## config.mk

```make
export PLATFORM = sky130hd
export DESIGN_NAME = queue_fifo
export DESIGN_NICKNAME = d
export VERILOG_FILES = /design/src/rtl/queue_fifo.sv
export SDC_FILE = /design/constraint.sdc
export NUM_CORES = 1
export LEC_CHECK = 0
export ABC_AREA = 0
export ABC_CLOCK_PERIOD_IN_PS = 2950
export CAP_MARGIN = 30
export CORE_MARGIN = 5
export CORE_UTILIZATION = 51
export CTS_CLUSTER_SIZE = 24
export DETAILED_ROUTE_END_ITERATION = 8
export GPL_TIMING_DRIVEN = 1
export HOLD_SLACK_MARGIN = 0.08
export PLACE_DENSITY = 0.82
export SLEW_MARGIN = 15
export SYNTH_ARGS = -nofsm -noshare
export SYNTH_HDL_FRONTEND = slang
export SYNTH_SLANG_ARGS = --single-unit
```

## constraint.sdc

```tcl
create_clock -name clk_10khz -period 2.95 [get_ports clk_10khz]
set_clock_uncertainty 0.2 [all_clocks]
set_input_delay 0.4425 -clock clk_10khz [delete_from_list [all_inputs] [get_ports clk_10khz]]
set_output_delay 0.4425 -clock clk_10khz [all_outputs]
set_load 0.1 [all_outputs]
```

## src/rtl/queue_fifo.sv

```systemverilog
// queue_fifo: synchronous circular-buffer FIFO with a registered pop output
// and an explicit occupancy counter.
// Optional status outputs (full_out, empty_out, sticky overflow_out) are
// compiled in when the macro QUEUE_STATUS_EN is defined.
// DEPTH must be a power of two so that the pointers wrap naturally.
// LEN_W must be wide enough to hold DEPTH itself.
module queue_fifo #(
  parameter int DATA_W = 8,
  parameter int DEPTH  = 8,
  parameter int LEN_W  = 4
) (
  input  logic              clk_10khz,
  input  logic              reset,
  input  logic [DATA_W-1:0] data_in,
  input  logic              enqueue_in,
  input  logic              dequeue_in,
  output logic [LEN_W-1:0]  len_out,
`ifdef QUEUE_STATUS_EN
  output logic              full_out,
  output logic              empty_out,
  output logic              overflow_out,
`endif
  output logic [DATA_W-1:0] data_out
);

  localparam int PTR_W = (DEPTH > 1) ? $clog2(DEPTH) : 1;
  localparam logic [LEN_W-1:0] LEN_FULL = LEN_W'(DEPTH);

  // Storage: no reset, so it maps onto RAM; contents only become visible
  // through a pop, which requires len > 0, so unwritten slots never escape.
  logic [DATA_W-1:0] mem_q [DEPTH];

  logic [PTR_W-1:0]  wptr_q, wptr_d;
  logic [PTR_W-1:0]  rptr_q, rptr_d;
  logic [LEN_W-1:0]  len_q,  len_d;
  logic [DATA_W-1:0] dout_q, dout_d;

  logic is_full;
  logic is_empty;
  logic pop_ok;
  logic push_ok;

  assign is_full  = (len_q == LEN_FULL);
  assign is_empty = (len_q == '0);

  // Accept decisions: a pop needs data present; a push needs a free slot,
  // or the slot being vacated by a pop on the same edge.
  always_comb begin
    pop_ok  = dequeue_in && !is_empty;
    push_ok = enqueue_in && (!is_full || pop_ok);
  end

  // Next-state for pointers, occupancy and the output word.
  always_comb begin
    wptr_d = wptr_q;
    rptr_d = rptr_q;
    len_d  = len_q;
    dout_d = dout_q;

    if (push_ok) begin
      wptr_d = wptr_q + PTR_W'(1);
    end

    if (pop_ok) begin
      rptr_d = rptr_q + PTR_W'(1);
      dout_d = mem_q[rptr_q];
    end

    case ({push_ok, pop_ok})
      2'b10:   len_d = len_q + LEN_W'(1);
      2'b01:   len_d = len_q - LEN_W'(1);
      default: len_d = len_q;
    endcase
  end

  // Write port: the push slot is wptr, which equals the slot being read out
  // when a push and pop coincide on a full queue (read sees the old word).
  always_ff @(posedge clk_10khz) begin
    if (push_ok) begin
      mem_q[wptr_q] <= data_in;
    end
  end

  // Control and output registers; reset empties the queue immediately.
  always_ff @(posedge clk_10khz or negedge reset) begin
    if (!reset) begin
      wptr_q <= '0;
      rptr_q <= '0;
      len_q  <= '0;
      dout_q <= '0;
    end else begin
      wptr_q <= wptr_d;
      rptr_q <= rptr_d;
      len_q  <= len_d;
      dout_q <= dout_d;
    end
  end

  assign len_out  = len_q;
  assign data_out = dout_q;

`ifdef QUEUE_STATUS_EN
  logic overflow_q, overflow_d;

  // Sticky overflow: any enqueue that was refused (full, no concurrent pop).
  always_comb begin
    overflow_d = overflow_q;
    if (enqueue_in && !push_ok) begin
      overflow_d = 1'b1;
    end
  end

  // Overflow flag register, cleared only by reset.
  always_ff @(posedge clk_10khz or negedge reset) begin
    if (!reset) begin
      overflow_q <= 1'b0;
    end else begin
      overflow_q <= overflow_d;
    end
  end

  assign full_out     = is_full;
  assign empty_out    = is_empty;
  assign overflow_out = overflow_q;
`endif

endmodule

```

==> summary.json, run 1 <==
{
  "clock_tree": {
    "cts.path.max_buffers": 2,
    "number_of_buffers_inserted_to_repair_setup_after_cts": 0,
    "cts_root_buf": "sky130_fd_sc_hd__clkbuf_8",
    "clock_latency_ns": 0.35,
    "cts.htree.levels": 3,
    "cts_inserted_buffers": 9,
    "cts_resized": 0,
    "clk_pin_slew_worst_paths_ns": 0.07,
    "clkSinkCount": 82,
    "cts_tree": "done",
    "cts_hold_buffers": 0
  },
  "setup_path": {
    "cp-end-kind": "flop",
    "startpoint": "dequeue_in",
    "reg2reg_depth": 8,
    "crit_chain": "clkdlybuf4s50_1 > o41ai_2 > or2_2 > inv_1 > ha_1 > a21o_1 > a21oi_1 > mux2i_1 > xor2_1",
    "timing.critical_path.slowest_cell_delay_ns": 0.58,
    "critPathArrivalTime_ns": 2.50,
    "class_of_the_most_critical_setup_path": "in2reg",
    "critPathSlowestCell": "sky130_fd_sc_hd__clkdlybuf4s50_1",
    "cp-endpoint": "len_out[3]",
    "critPathLaunchType": "input port",
    "reg2reg_setup_slack_ns": 0.59,
    "crit-reg2reg-launch": "len_out[1]",
    "regToRegEndpoint": "len_out[3]",
    "crit_required_ns": 3.02,
    "critical_path.max_fanout": 4
  },
  "layout": {
    "n_fill_cell": 469,
    "relative_area_change_from_synthesis_to_final_layout_pct": 16.8,
    "drive_above_1_share_pct": 22.3,
    "nNetsFinal": 263,
    "diodes": 0,
    "fin_util_pct": 61.7
  },
  "floorplan": {
    "fp.dieH_um": 91.3,
    "area_of_the_placeable_core_mm2": 0.00639,
    "starting_density_of_the_core_pct": 52.8,
    "die_x_um": 91.3,
    "floorplan.die_area_mm2": 0.00833,
    "boundaryPins": 24,
    "num_rows": 29
  },
  "global_routing": {
    "grt_first_pass_wirelength_mm": 10.0,
    "grt_usage_pct": 16.0,
    "global_route.overflow_total": 0,
    "antenna_found_initial": 0,
    "grt_max_degree": 21,
    "first_global_vias": 1918
  },
  "sta": {
    "setup_viol": 0,
    "slew_headroom_pct": 45.5,
    "final.setup.worst_slack_ns": 0.522,
    "timing.fmax_mhz": 412,
    "number_of_max_slew_violations_in_the_final_report": 0,
    "period_minus_slack_ns": 2.43,
    "grt_setup_unrepaired": "false",
    "tightestPinTransition_ns": 0.814,
    "final-hold-violation-count": 0,
    "hold_slack_ns": 0.286,
    "final_period_util_pct": 82.3,
    "setup-tns-final_ns": 0
  },
  "yosys": {
    "synth.ff_latch_count": 82,
    "synth.net_count": 225,
    "post_synth_inst_count": 208,
    "share_of_synthesized_area_spent_on_multiplexers_pct": 11.5,
    "postSynthAreaPerCell_um2": 16.2,
    "synth_top_area_share_pct": 57.0,
    "synth_top_cell_by_area": "sky130_fd_sc_hd__edfxtp_1",
    "synth.area.top_cells": "sky130_fd_sc_hd__edfxtp_1 (57%), sky130_fd_sc_hd__dfrtp_1 (13%), sky130_fd_sc_hd__mux2i_1 (5.3%), sky130_fd_sc_hd__mux2_2 (4.0%), sky130_fd_sc_hd__a221o_1 (2.4%)",
    "complex_gate_fraction_of_the_synthesized_area_pct": 7.16,
    "synth_warnings": 0,
    "yosys.area_share.xor_xnor_pct": 2.08,
    "synth_seq_area_share_pct": 70.4,
    "netlist-cell-type-count": 33,
    "dominant_combinational_cell_family_by_area_after_synthesis": "multiplexers",
    "synthSimpleGateAreaFrac_pct": 4.68,
    "syn-cell-area_mm2": 0.00337,
    "yosys.area_share.adder_pct": 2.08
  },
  "routing": {
    "vias_per_cell": 5.63,
    "initial_drt_markers": 95,
    "post_drt_wl_per_cell_um": 18.3,
    "final_antenna_net_count": 0,
    "via_count": 1845,
    "routed_wl_mm": 6.02,
    "drt_first_pass_iters": 4,
    "drc": 0
  },
  "power_and_ir_drop": {
    "vdd.ir_drop.worst_v": 0.000846,
    "power_density_mw_per_mm2": 1130,
    "cellLeakagePower_nw": 1.48,
    "finalPower_w": 0.00445
  },
  "place": {
    "dp.final_hpwl_mm": 4.03,
    "gp_congestion": 0.757,
    "dpl_worst_slack_ns": 0.160,
    "number_of_buffers_added_on_ports": 23
  },
  "flow_run": {
    "cap_violations": 0
  },
  "min_path": {
    "worst_hold_path_type": "reg2reg"
  },
  "status": {
    "outcome": "completed"
  }
}
[power by group]
| group | switching, W | total, W | internal, W |
|---|---|---|---|
| clock network | 0.000379 | 0.000908 | 0.000529 |
| logic | 0.00120 | 0.00182 | 0.000622 |
| registers | 0.000216 | 0.00173 | 0.00151 |
| total | 0.00179 | 0.00445 | 0.00266 |
[per-layer routing]
layer / wire, um / up-vias / global-route usage (%) / part of all wire (%)
met1: 2500 / 907 / 20.7 / 42
li1: - / 868 / - / -
met2: 2980 / 56 / 24.5 / 49
met5: 0 / - / 0 / 0
met3: 386 / 14 / 4.79 / 6.4
met4: 151 / 0 / 8.07 / 2.5
[registers in the layout, summed over array words and instances (netlist names)]
register	flops
mem_q	64
data_out	8
len_out	4
rptr_q	3
wptr_q	3
[synth_stat cells, drive strengths merged]
| cell type | n |
|---|---|
| fa | 1 |
| o41ai | 1 |
| inv | 4 |
| a21o | 1 |
| o21ai | 9 |
| edfxtp | 64 |
| or3 | 1 |
| xnor2 | 5 |
| nor3 | 4 |
| a21oi | 1 |
| nand2 | 15 |
| mux2i | 18 |
| o21a | 1 |
| nand2b | 4 |
| a311oi | 1 |
| a221o | 8 |
| or2 | 1 |
| nor2 | 7 |
| xor2 | 3 |
| nor2b | 1 |
| o211ai | 1 |
| dfrtp | 18 |
| buf | 8 |
| nor4 | 1 |
| mux2 | 18 |
| ha | 4 |
| o22ai | 8 |
[layout by cell type (no fill, tap or decap), types with 8 or more instances in the layout]
cell type                         instances
sky130_fd_sc_hd__a221o_1                  8
sky130_fd_sc_hd__buf_4                   24
sky130_fd_sc_hd__clkbuf_8                 9
sky130_fd_sc_hd__clkdlybuf4s50_1         11
sky130_fd_sc_hd__dfrtp_1                 18
sky130_fd_sc_hd__edfxtp_1                64
sky130_fd_sc_hd__mux2_2                  12
sky130_fd_sc_hd__mux2i_1                 18
sky130_fd_sc_hd__nand2_1                 15
sky130_fd_sc_hd__o21ai_1                  8
sky130_fd_sc_hd__o22ai_1                  8
[logic make-up after synthesis]
logic type | after synthesis
compound gates | 31
xor+xnor | 8
fa+ha+maj | 5
buf+inv | 12
flops | 82
mux | 36
simple gates | 34
[cell type report]
cell class                 instances  area, um^2  share of cell area [%]
clock buffer                      12         156                    3.97
clock inverter                     4        73.8                    1.87
inverter                           4        15.0                   0.381
multi-input combinational        114         933                    23.7
sequential                        82        2370                    60.2
tap                               77        96.3                    2.45
timing repair buffer              35         290                    7.37
[stage by stage]
step           instance area [um^2]  std cells
4_1_cts                        3940        328
6_report                       3940        328
2_1_floorplan                  3370        208
3_3_place_gp                   3710        312
3_5_place_dp                   3710        312
5_1_grt                        3940        328
[worst min-delay path by stage]
stage / startpoint / endpoint / slack [ns] / cells after the start
2_1_floorplan: reset / data_out[0] / -0.05 / 0
3_3_place_gp: data_out[2] / data_out[2] / 0.27 / 2
3_5_place_dp: data_out[2] / data_out[2] / 0.28 / 2
4_1_cts: data_out[4] / data_out[4] / 0.29 / 2
5_1_grt: data_out[1] / data_out[1] / 0.32 / 2
6_report: data_out[2] / data_out[2] / 0.29 / 2
[worst max-delay path, delay by kind of cell]
family,cells,cell delay [ns]
buffers and inverters,2,0.67
AO/OA/AOI/OAI,3,0.46
AND/OR/NAND/NOR,1,0.32
adder cells (fa/ha/maj),1,0.23
multiplexers,1,0.23
XOR/XNOR,1,0.15
Power figures use the tool's default switching activity.
==> run 2, diff against run 1 <==
--- a/config.mk
+++ b/config.mk
@@ -6,7 +6,7 @@
 export NUM_CORES = 1
 export LEC_CHECK = 0
 export ABC_AREA = 0
-export ABC_CLOCK_PERIOD_IN_PS = 2950
+export ABC_CLOCK_PERIOD_IN_PS = 2100
 export CAP_MARGIN = 30
 export CORE_MARGIN = 5
 export CORE_UTILIZATION = 51
@@ -14,7 +14,7 @@
 export DETAILED_ROUTE_END_ITERATION = 8
 export GPL_TIMING_DRIVEN = 1
 export HOLD_SLACK_MARGIN = 0.08
-export PLACE_DENSITY = 0.82
+export PLACE_DENSITY = 0.85
 export SLEW_MARGIN = 15
 export SYNTH_ARGS = -nofsm -noshare
 export SYNTH_HDL_FRONTEND = slang
==> constraint.sdc (replaced) <==
create_clock -name clk_10khz -period 2.1 [get_ports clk_10khz]
set_clock_uncertainty 0.2 [all_clocks]
set_input_delay 0.315 -clock clk_10khz [delete_from_list [all_inputs] [get_ports clk_10khz]]
set_output_delay 0.315 -clock clk_10khz [all_outputs]
set_load 0.1 [all_outputs]
==> run 2 against run 1 <==
Compared with the run above:
- the run now ends with negative setup slack left
- flip-flop and latch count is the same
- highest routed layer unchanged
- first-iteration DRC count shrank 14%
- largest power group unchanged
- wire length shrank 0.78%
- count of clock-buffer cells in the layout shrank 2
==> summary.json, run 2 (same netlist as run 1, synthesis figures left out) <==
{
  "status": {
    "outcome": "finished, violations left",
    "failed_checks": "negative setup slack"
  },
  "sta": {
    "period_minus_slack_ns": 2.28,
    "setup-tns-final_ns": -0.177,
    "final-hold-violation-count": 0,
    "final.setup.worst_slack_ns": -0.177,
    "grt_setup_unrepaired": "true",
    "number_of_max_slew_violations_in_the_final_report": 0,
    "tightestPinTransition_ns": 0.652,
    "hold_slack_ns": 0.0852,
    "slew_headroom_pct": 56.2,
    "timing.fmax_mhz": 439,
    "final_period_util_pct": 108,
    "setup_viol": 1
  },
  "layout": {
    "fin_util_pct": 66.7,
    "nNetsFinal": 276,
    "top_register": "mem_q",
    "layoutNonFillerInstCount": 341,
    "mostFrequentLayoutCells": "sky130_fd_sc_hd__edfxtp_1 (64), sky130_fd_sc_hd__buf_4 (26), sky130_fd_sc_hd__mux2i_1 (18)",
    "mostFrequentLayoutCell": "sky130_fd_sc_hd__edfxtp_1",
    "largest_register_ff_count": 64,
    "diodes": 0,
    "relative_area_change_from_synthesis_to_final_layout_pct": 26.3,
    "drive_above_1_share_pct": 33.3
  },
  "power_and_ir_drop": {
    "vdd.ir_drop.worst_v": 0.00139,
    "switchingPower_w": 0.00271,
    "sequential_share_of_power_pct": 37.2,
    "power_density_mw_per_mm2": 1530,
    "cellLeakagePower_nw": 1.57,
    "power.clock.fraction_pct": 15.6,
    "cell_internal_pwr_w": 0.00380,
    "power.combinational.fraction_pct": 47.2,
    "power_switching_share_pct": 41.6
  },
  "setup_path": {
    "crit_buf_inv": 1,
    "critPathSlowestCell": "sky130_fd_sc_hd__dfrtp_4",
    "crit_required_ns": 2.17,
    "timing.critical_path.max_delay_family": "compound AO/OA/AOI/OAI gates",
    "reg2reg_setup_slack_ns": -0.18,
    "critical_path.max_fanout": 2,
    "critPathLaunchType": "flop",
    "crit_chain": "o41ai_4 > or2_4 > inv_4 > ha_4 > a21o_1 > a21oi_2 > mux2i_1 > xor2_1",
    "class_of_the_most_critical_setup_path": "reg2reg",
    "regToRegEndpoint": "len_out[3]",
    "crit-reg2reg-launch": "len_out[2]",
    "timing.critical_path.slowest_cell_delay_ns": 0.50,
    "cp-end-kind": "flop",
    "reg2reg_depth": 8,
    "critPathArrivalTime_ns": 2.34
  },
  "floorplan": {
    "starting_density_of_the_core_pct": 52.8,
    "fp.dieH_um": 91.3,
    "die_x_um": 91.3,
    "boundaryPins": 24,
    "num_rows": 29,
    "floorplan.die_area_mm2": 0.00833,
    "area_of_the_placeable_core_mm2": 0.00639
  },
  "clock_tree": {
    "clk_pin_slew_worst_paths_ns": 0.08,
    "cts_root_buf": "sky130_fd_sc_hd__clkbuf_8",
    "cts_tree": "done",
    "cts_inserted_buffers": 9,
    "cts.path.max_buffers": 2,
    "clkSinkCount": 82,
    "cts_hold_buffers": 0,
    "clock_latency_ns": 0.35,
    "cts.htree.levels": 3
  },
  "routing": {
    "drc": 0,
    "final_antenna_net_count": 0,
    "drt_first_pass_iters": 4,
    "via_count": 1870,
    "initial_drt_markers": 82,
    "post_drt_wl_per_cell_um": 17.5,
    "routed_wl_mm": 5.97,
    "vias_per_cell": 5.48
  },
  "min_path": {
    "worst_hold_path_type": "in2async"
  },
  "global_routing": {
    "grt_first_pass_wirelength_mm": 9.96,
    "grt_max_degree": 35,
    "first_global_vias": 1929,
    "grt_usage_pct": 15.5,
    "global_route.overflow_total": 0,
    "antenna_found_initial": 0
  },
  "place": {
    "gp_congestion": 0.777,
    "number_of_buffers_added_on_ports": 23,
    "dp.final_hpwl_mm": 4.09,
    "placed_cells_incl_taps": 320
  },
  "flow_run": {
    "cap_violations": 0
  }
}
==> run 2: cell types whose count changed in the layout (fill, tap and decap cells not counted), sizes merged <==
cell	delta
buf	+13
bufinv	-2
clkbuf	-2
clkdlybuf4s50	-1
clkinvlp	+3
dlymetal6s2s	+1
inv	+1
==> run 2: cell type report <==
class	instances	area, um^2
Timing Repair Buffer	48	510
Sequential cell	82	2380
Tap cell	77	96.3
Clock buffer	10	138
Clock inverter	6	40.0
Fill cell	434	2130
Multi-Input combinational cell	114	1070
Inverter	4	17.5
==> run 2: worst max-delay path by stage <==
stage	startpoint	end	slack, ns	cells past startpoint
6_report	len_out[2]	len_out[3]	-0.18	8
5_1_grt	len_out[2]	len_out[3]	-0.26	8
4_1_cts	len_out[1]	len_out[3]	-0.18	8
3_5_place_dp	dequeue_in	len_out[3]	-0.42	9
3_3_place_gp	dequeue_in	len_out[3]	-0.33	9
2_1_floorplan	len_out[2]	len_out[3]	-0.28	8
==> run 2: power groups by stage <==
stage          combinational (W)  clock [W]  sequential, W
6_report                 0.00307    0.00102        0.00242
5_1_grt                  0.00327    0.00109        0.00247
4_1_cts                  0.00304    0.00104        0.00241
3_5_place_dp             0.00295          0        0.00243
3_3_place_gp             0.00287          0        0.00241
2_1_floorplan            0.00127          0        0.00327
==> run 2: layer usage <==
metal | vias to the layer above | global-route usage [%] | share of wire, %
li1 | 900 | - | -
met3 | 12 | 4.13 | 3.5
met1 | 927 | 20.8 | 47
met2 | 31 | 24.0 | 48
met4 | 0 | 6.97 | 1.7
met5 | - | 0 | 0
==> run 2: per-stage QoR <==
| stage | total power [W] | cell area [um^2] | setup WS, ns |
|---|---|---|---|
| after global routing | 0.00683 | 4260 | -0.261 |
| final | 0.00650 | 4260 | -0.177 |
| after CTS | 0.00648 | 4210 | -0.177 |
| after global placement | 0.00528 | 3950 | -0.330 |
| after floorplan | 0.00453 | 3460 | -0.281 |
| after detailed placement | 0.00539 | 3950 | -0.421 |
==> run 2: repair_timing <==
action	in CTS	in global routing
gates resized for setup	7	8
setup endpoints to repair	64	48
buffers inserted	5	2
pin swaps	8	6
==> edit 1, RTL diff (config.mk and constraints of run 1) <==
Build with the macro `QUEUE_STATUS_EN` defined.
--- a/src/rtl/queue_fifo.sv
+++ b/src/rtl/queue_fifo.sv
@@ -4,6 +4,8 @@
 // compiled in when the macro QUEUE_STATUS_EN is defined.
 // DEPTH must be a power of two so that the pointers wrap naturally.
 // LEN_W must be wide enough to hold DEPTH itself.
+`define QUEUE_STATUS_EN
+
 module queue_fifo #(
   parameter int DATA_W = 8,
   parameter int DEPTH  = 8,
Check against the original RTL (old outputs only; new: empty_out, full_out and overflow_out): equivalent (Yosys induction, for registers that start in step).
==> edit 1 against run 1 <==
- non-clock buffer count grew 6
- sequential cell count grew 1
- count of clock-buffer cells in the layout shrank 2
- critical endpoint unchanged
- worst hold slack lost 0.016 ns
- routed wire length grew 2.2%
- design area grew 1.5%
- area after synthesis grew 2.0%
- maximum frequency shrank 1.9%
- global-route usage shrank 0.43 points
- total power shrank 0.56%
- die area grew 1.8%
- setup slack lost 0.046 ns
- largest power group unchanged
==> edit 1: results (changes against run 1) <==
STA
  • Slew margin rel.: 56.46% (+11 points)
  • Total negative slack: 0 ns (unchanged)
  • Final Hold Viols: 0 (unchanged)

Pwr
  • Pint: 2.494 mW (-6.3%)
  • Peak supply drop: 0.4074 mV (-52%)
  • LEAKAGE: 1.510 nW (+2.0%)

Clock network
  • H-Tree Depth: 3 (unchanged)
  • Worst-path clk slew: 0.08 ns
  • Clk_lat worst skew: 0.35 ns (about the same)
  • Clk root buf: clkbuf_8
  • CTS Buf Count: 9 (unchanged)
  • Setup bufs post-CTS: 0 (unchanged)
  • Clock buffer depth: 2 (unchanged)

Global routing
  • Total Routing Usage GR: 15.54% (-0.43 points)
  • Number of global-route vias before repair: 1961 (+2.2%)
  • Largest net degree at the start of global routing: 35 (+67%)
  • Antenna violations before repair: 0 (unchanged)
  • First-pass GRT wire length: 9901 um (-1.2%)

Routing
  • First-pass DRT Iterations: 4 (unchanged)
  • Routed len/inst: 17.97 um (-2.0%)
  • Vias/cell: 5.526 (-1.8%)
  • Initial drt markers: 107 (+13%)

Worst setup path
  • Critical-path maximum fanout: 6 (+2)
  • CP arrival: 2.54 ns (+0.04 ns)

Logic synthesis
  • Post-synth EDFFs: 64 (unchanged)
  • Synth area leaders: edfxtp_1 56%, dfrtp_1 14%, mux2i_1 5.2%, mux2_2 5.2%, a221o_1 2.3%
  • Seq/Total Area, Yosys: 69.70% (-0.68 points)
  • Post-synth top cells: 64 x edfxtp_1, 19 x dfrtp_1, 18 x mux2i_1
  • YS warnings: 0 (unchanged)
  • Async set or reset register ratio after synthesis: 22.89% (+0.94 points)
  • Netlist cell types: 39 (+18%)
  • Syn nets: 231 (+2.7%)

Status
  • Run status: finished clean

Layout
  • FILL cells: 534 (+14%)
  • Nets: 274 (+4.2%)
  • Max FFs per register: 64 (unchanged)
  • N_diodes: 0 (unchanged)
  • Biggest register: mem_q
  • Layout cells sized above 1: 25.95% (+3.6 points)

Placement
  • Post-placement cell area: 3804 um2 (+2.6%)
  • GPL Wtd Cong: 0.7950 (+5.0%)
  • Port bufs: 26 (+13%)
  • Dpl hpwl: 4088 um (+1.5%)

Worst hold path
  • HP Class: register to register
-- edit 1: final cells by class --
cell class              instances  area (um2)  share of cell area [%]
inverters                       6       22.52                  0.5634
clock buffers                  10       127.6                   3.192
well taps                      80       100.1                   2.504
multi-input cells             116       963.4                   24.10
flip-flops and latches         83        2397                   59.97
clock inverters                 6       41.29                   1.033
repair buffers                 41       345.3                   8.639
-- edit 1: repair_timing --
item	CTS	global route
resized for setup	0	0
hold buffers	0	1
hold endpoints to repair	0	2
-- edit 1: cell families after synthesis --
kind of cell | Yosys count | synth area share [%]
flip-flops | 83 | 69.70
XOR/XNOR | 8 | 2.037
AND/OR/NAND/NOR | 35 | 4.911
multiplexers | 36 | 11.24
adder cells (fa/ha/maj) | 5 | 2.037
buffers and inverters | 15 | 2.582
AO/OA/AOI/OAI | 32 | 7.494
-- edit 1: final timing paths --
check	start	to	slack (ns)	cells after the start
hold reg to reg	overflow_out	overflow_out	0.27	1
max in group asynchronous	reset	data_out[0]	1.57	3
hold / removal	overflow_out	overflow_out	0.27	1
setup / recovery	len_out[1]	len_out[3]	0.48	8
setup reg to reg	len_out[1]	len_out[3]	0.48	8
min in group asynchronous	reset	wptr_q[1]	0.62	2
-- edit 1: per-stage QoR --
stage	worst slack (ns)	instances	utilization, %
2_1_floorplan	0.08935	214	-
3_3_place_gp	0.3871	324	56.93
3_5_place_dp	0.2838	324	56.93
4_1_cts	0.4646	340	59.46
5_1_grt	0.3264	342	59.83
6_report	0.4755	342	59.83
-- edit 1: routing by layer --
layer | share of wire [%] | wire length, um | GRT usage [%]
met1 | 43 | 2657 | 19.85
met3 | 3.7 | 227 | 2.543
met5 | 0 | 0 | 0
met4 | 2.0 | 122 | 8.292
met2 | 51 | 3139 | 25.43
-- edit 1: power by group through the flow --
stage / sequential [mW] / clock, mW / combinational (mW)
2_1_floorplan: 2.36 / 0 / 0.951
3_3_place_gp: 1.72 / 0 / 1.98
3_5_place_dp: 1.73 / 0 / 2.03
4_1_cts: 1.71 / 0.722 / 2.04
5_1_grt: 1.74 / 0.775 / 2.14
6_report: 1.71 / 0.705 / 2.02
-- edit 1: critical path: stages (launching register included) --
cell and delay [ns]:
dfrtp_1 0.46, o41ai_2 0.40, or2_1 0.22, inv_1 0.08, ha_1 0.27, a21o_1 0.17
a21oi_1 0.16, mux2i_1 0.25, xor2_1 0.17
==> edit 2, RTL diff (config.mk and constraints of run 1) <==
Without the edit above. Take the reset off `dout_q` and load it in a clocked block of its own.
--- a/src/rtl/queue_fifo.sv
+++ b/src/rtl/queue_fifo.sv
@@ -87,13 +87,15 @@
       wptr_q <= '0;
       rptr_q <= '0;
       len_q  <= '0;
-      dout_q <= '0;
     end else begin
       wptr_q <= wptr_d;
       rptr_q <= rptr_d;
       len_q  <= len_d;
-      dout_q <= dout_d;
     end
+  end
+
+  always_ff @(posedge clk_10khz) begin
+    dout_q <= dout_d;
   end
 
   assign len_out  = len_q;
Formal check against the unedited RTL: differs if reset is asserted again (counterexample within 4 cycles, from zero or initial values and one cycle with reset low); with reset held inactive, the same outputs for 10 cycles.
==> edit 2 against run 1 <==
- core utilization down 0.12 points
- cell count is 13% lower
- sequential cell count stayed put
- first-iteration DRC count is 3.2% lower
- total power is 1.8% lower
- setup slack worse by 0.16 ns
- sequential share of layout area rose by 1.8 points
- area after synthesis decreased by 2.6%
- design area decreased by 1.3%
- routed wire length is 5.1% lower
- critical path type is now register to register
- largest cell class unchanged
- largest power group is now registers
==> edit 2: results (changes against run 1) <==
Worst setup path
  • Critical-path maximum fanout: 5 (+1)
  • CP Launch Point: len_out[1]
  • CP arrival: 2.65 ns (+0.15 ns)

Routing
  • Final wirelength: 5709 um (-5.1%)
  • WL met1: 2430 um (-2.9%)
  • Vias/cell: 5.500 (-2.2%)
  • Initial drt markers: 92 (-3.2%)
  • DR vias: 1573 (-15%)
  • First-pass DRT Iterations: 4 (unchanged)
  • Met2 wire length: 2959 um (-0.60%)
  • Metal3 WL: 280 um (-27%)
  • Highest routed layer: met4

Global routing
  • Met1 Use GR: 19.77% (-0.92 points)
  • Met2 usage: 24.15% (-0.31 points)
  • Total Routing Usage GR: 14.84% (-1.1 points)
  • M3 GR Usage: 3.339% (-1.5 points)
  • Number of global-route vias before repair: 1731 (-9.7%)
  • Largest net degree at the start of global routing: 18 (-14%)
  • Antenna violations before repair: 0 (unchanged)
  • First-pass GRT wire length: 9163 um (-8.6%)

Pwr
  • Peak supply drop: 0.9789 mV (+16%)
  • LEAKAGE: 1.364 nW (-7.9%)

Clock network
  • H-Tree Depth: 3 (unchanged)
  • Worst-path clk slew: 0.08 ns
  • Clk_lat worst skew: 0.33 ns (-0.02 ns)
  • Clk root buf: clkbuf_8

Logic synthesis
  • Post-synth top cells: 72 x edfxtp_1, 16 x mux4_2, 10 x dfrtp_1, 10 x nand2_1, 8 x mux2_2
  • Post-Synthesis Mean Instance Area: 20.13 um2 (+24%)
  • Syn nets: 180 (-20%)
  • Post-synth EDFFs: 72 (+13%)
  • Netlist cell types: 29 (-12%)
  • Seq/Total Area, Yosys: 73.50% (+3.1 points)
  • Async set or reset register ratio after synthesis: 12.20% (-9.8 points)
  • Synth area leaders: edfxtp_1 66%, mux4_2 11%, dfrtp_1 7.6%, mux2_2 2.7%, xnor2_1 1.6%
  • YS warnings: 0 (unchanged)

Placement
  • Dpl hpwl: 3706 um (-8.0%)
  • Post-placement cell area: 3643 um2 (-1.7%)
  • Worst slack, placed: 0.2214 ns (+0.06145 ns)
  • GPL Wtd Cong: 0.8049 (+6.3%)
  • Inst Count DP: 270 (-13%)

Status
  • Run status: finished clean

Worst hold path
  • HP Class: input pin to asynchronous set/reset pin

STA
  • Slew margin rel.: 65.76% (+20 points)

Layout
  • FILL cells: 459 (-2.1%)
  • Biggest register: mem_q
  • Layout cells sized above 1: 33.97% (+12 points)
  • N_diodes: 0 (unchanged)
  • Nets: 221 (-16%)
==> edit 2: changes by cell type in the layout (fill, tap and decap cells not counted), moves of 8 or more <==
cell and delta:
mux2i_1 -16, mux4_2 +16, a221o_1 -8, dfrtp_1 -8, edfxtp_1 +8, o21ai_1 -8
o22ai_1 -8
==> edit 2: layout make-up <==
class / count / area [um2] / area share (%)
clock inverters: 7 / 117.6 / 3.027
inverters: 4 / 15.01 / 0.3865
multi-input cells: 72 / 829.5 / 21.35
repair buffers: 35 / 290.3 / 7.472
clock buffers: 9 / 123.9 / 3.188
flip-flops and latches: 82 / 2412 / 62.09
well taps: 77 / 96.34 / 2.480
==> edit 2: logic make-up (layout without fill, tap and decap cells) <==
logic type	Yosys count	count (layout)	share of synthesized area (%)
buf+inv	9	55	1.410
mux	27	27	14.79
xor+xnor	8	8	2.135
flops	82	82	73.50
fa+ha+maj	5	5	2.135
compound gates	7	7	2.402
simple gates	25	25	3.622
==> edit 2: power by group <==
| part | internal (mW) | switching (mW) | leakage, nW |
|---|---|---|---|
| registers | 1.56 | 0.186 | 0.777 |
| clock network | 0.560 | 0.385 | 0.111 |
| logic | 0.617 | 1.07 | 0.475 |
==> edit 2: critical path: stages (launching register included) <==
cell     delay [ns]
dfrtp_1        0.44
o41ai_2        0.57
or2_2          0.24
inv_1          0.06
ha_1           0.26
a21o_1         0.18
a21oi_1        0.16
mux2i_1        0.22
xor2_1         0.17
==> edit 2: final timing paths <==
path | to | slack [ns] | cells past startpoint
worst max-delay path | len_out[3] | 0.37 | 8
worst min-delay path | len_out[0] | 0.23 | 1
worst max register to register | len_out[3] | 0.37 | 8
worst min register to register | rptr_q[0] | 0.30 | 1
max in group asynchronous | rptr_q[2] | 1.99 | 1
min in group clk_10khz | rptr_q[0] | 0.30 | 1
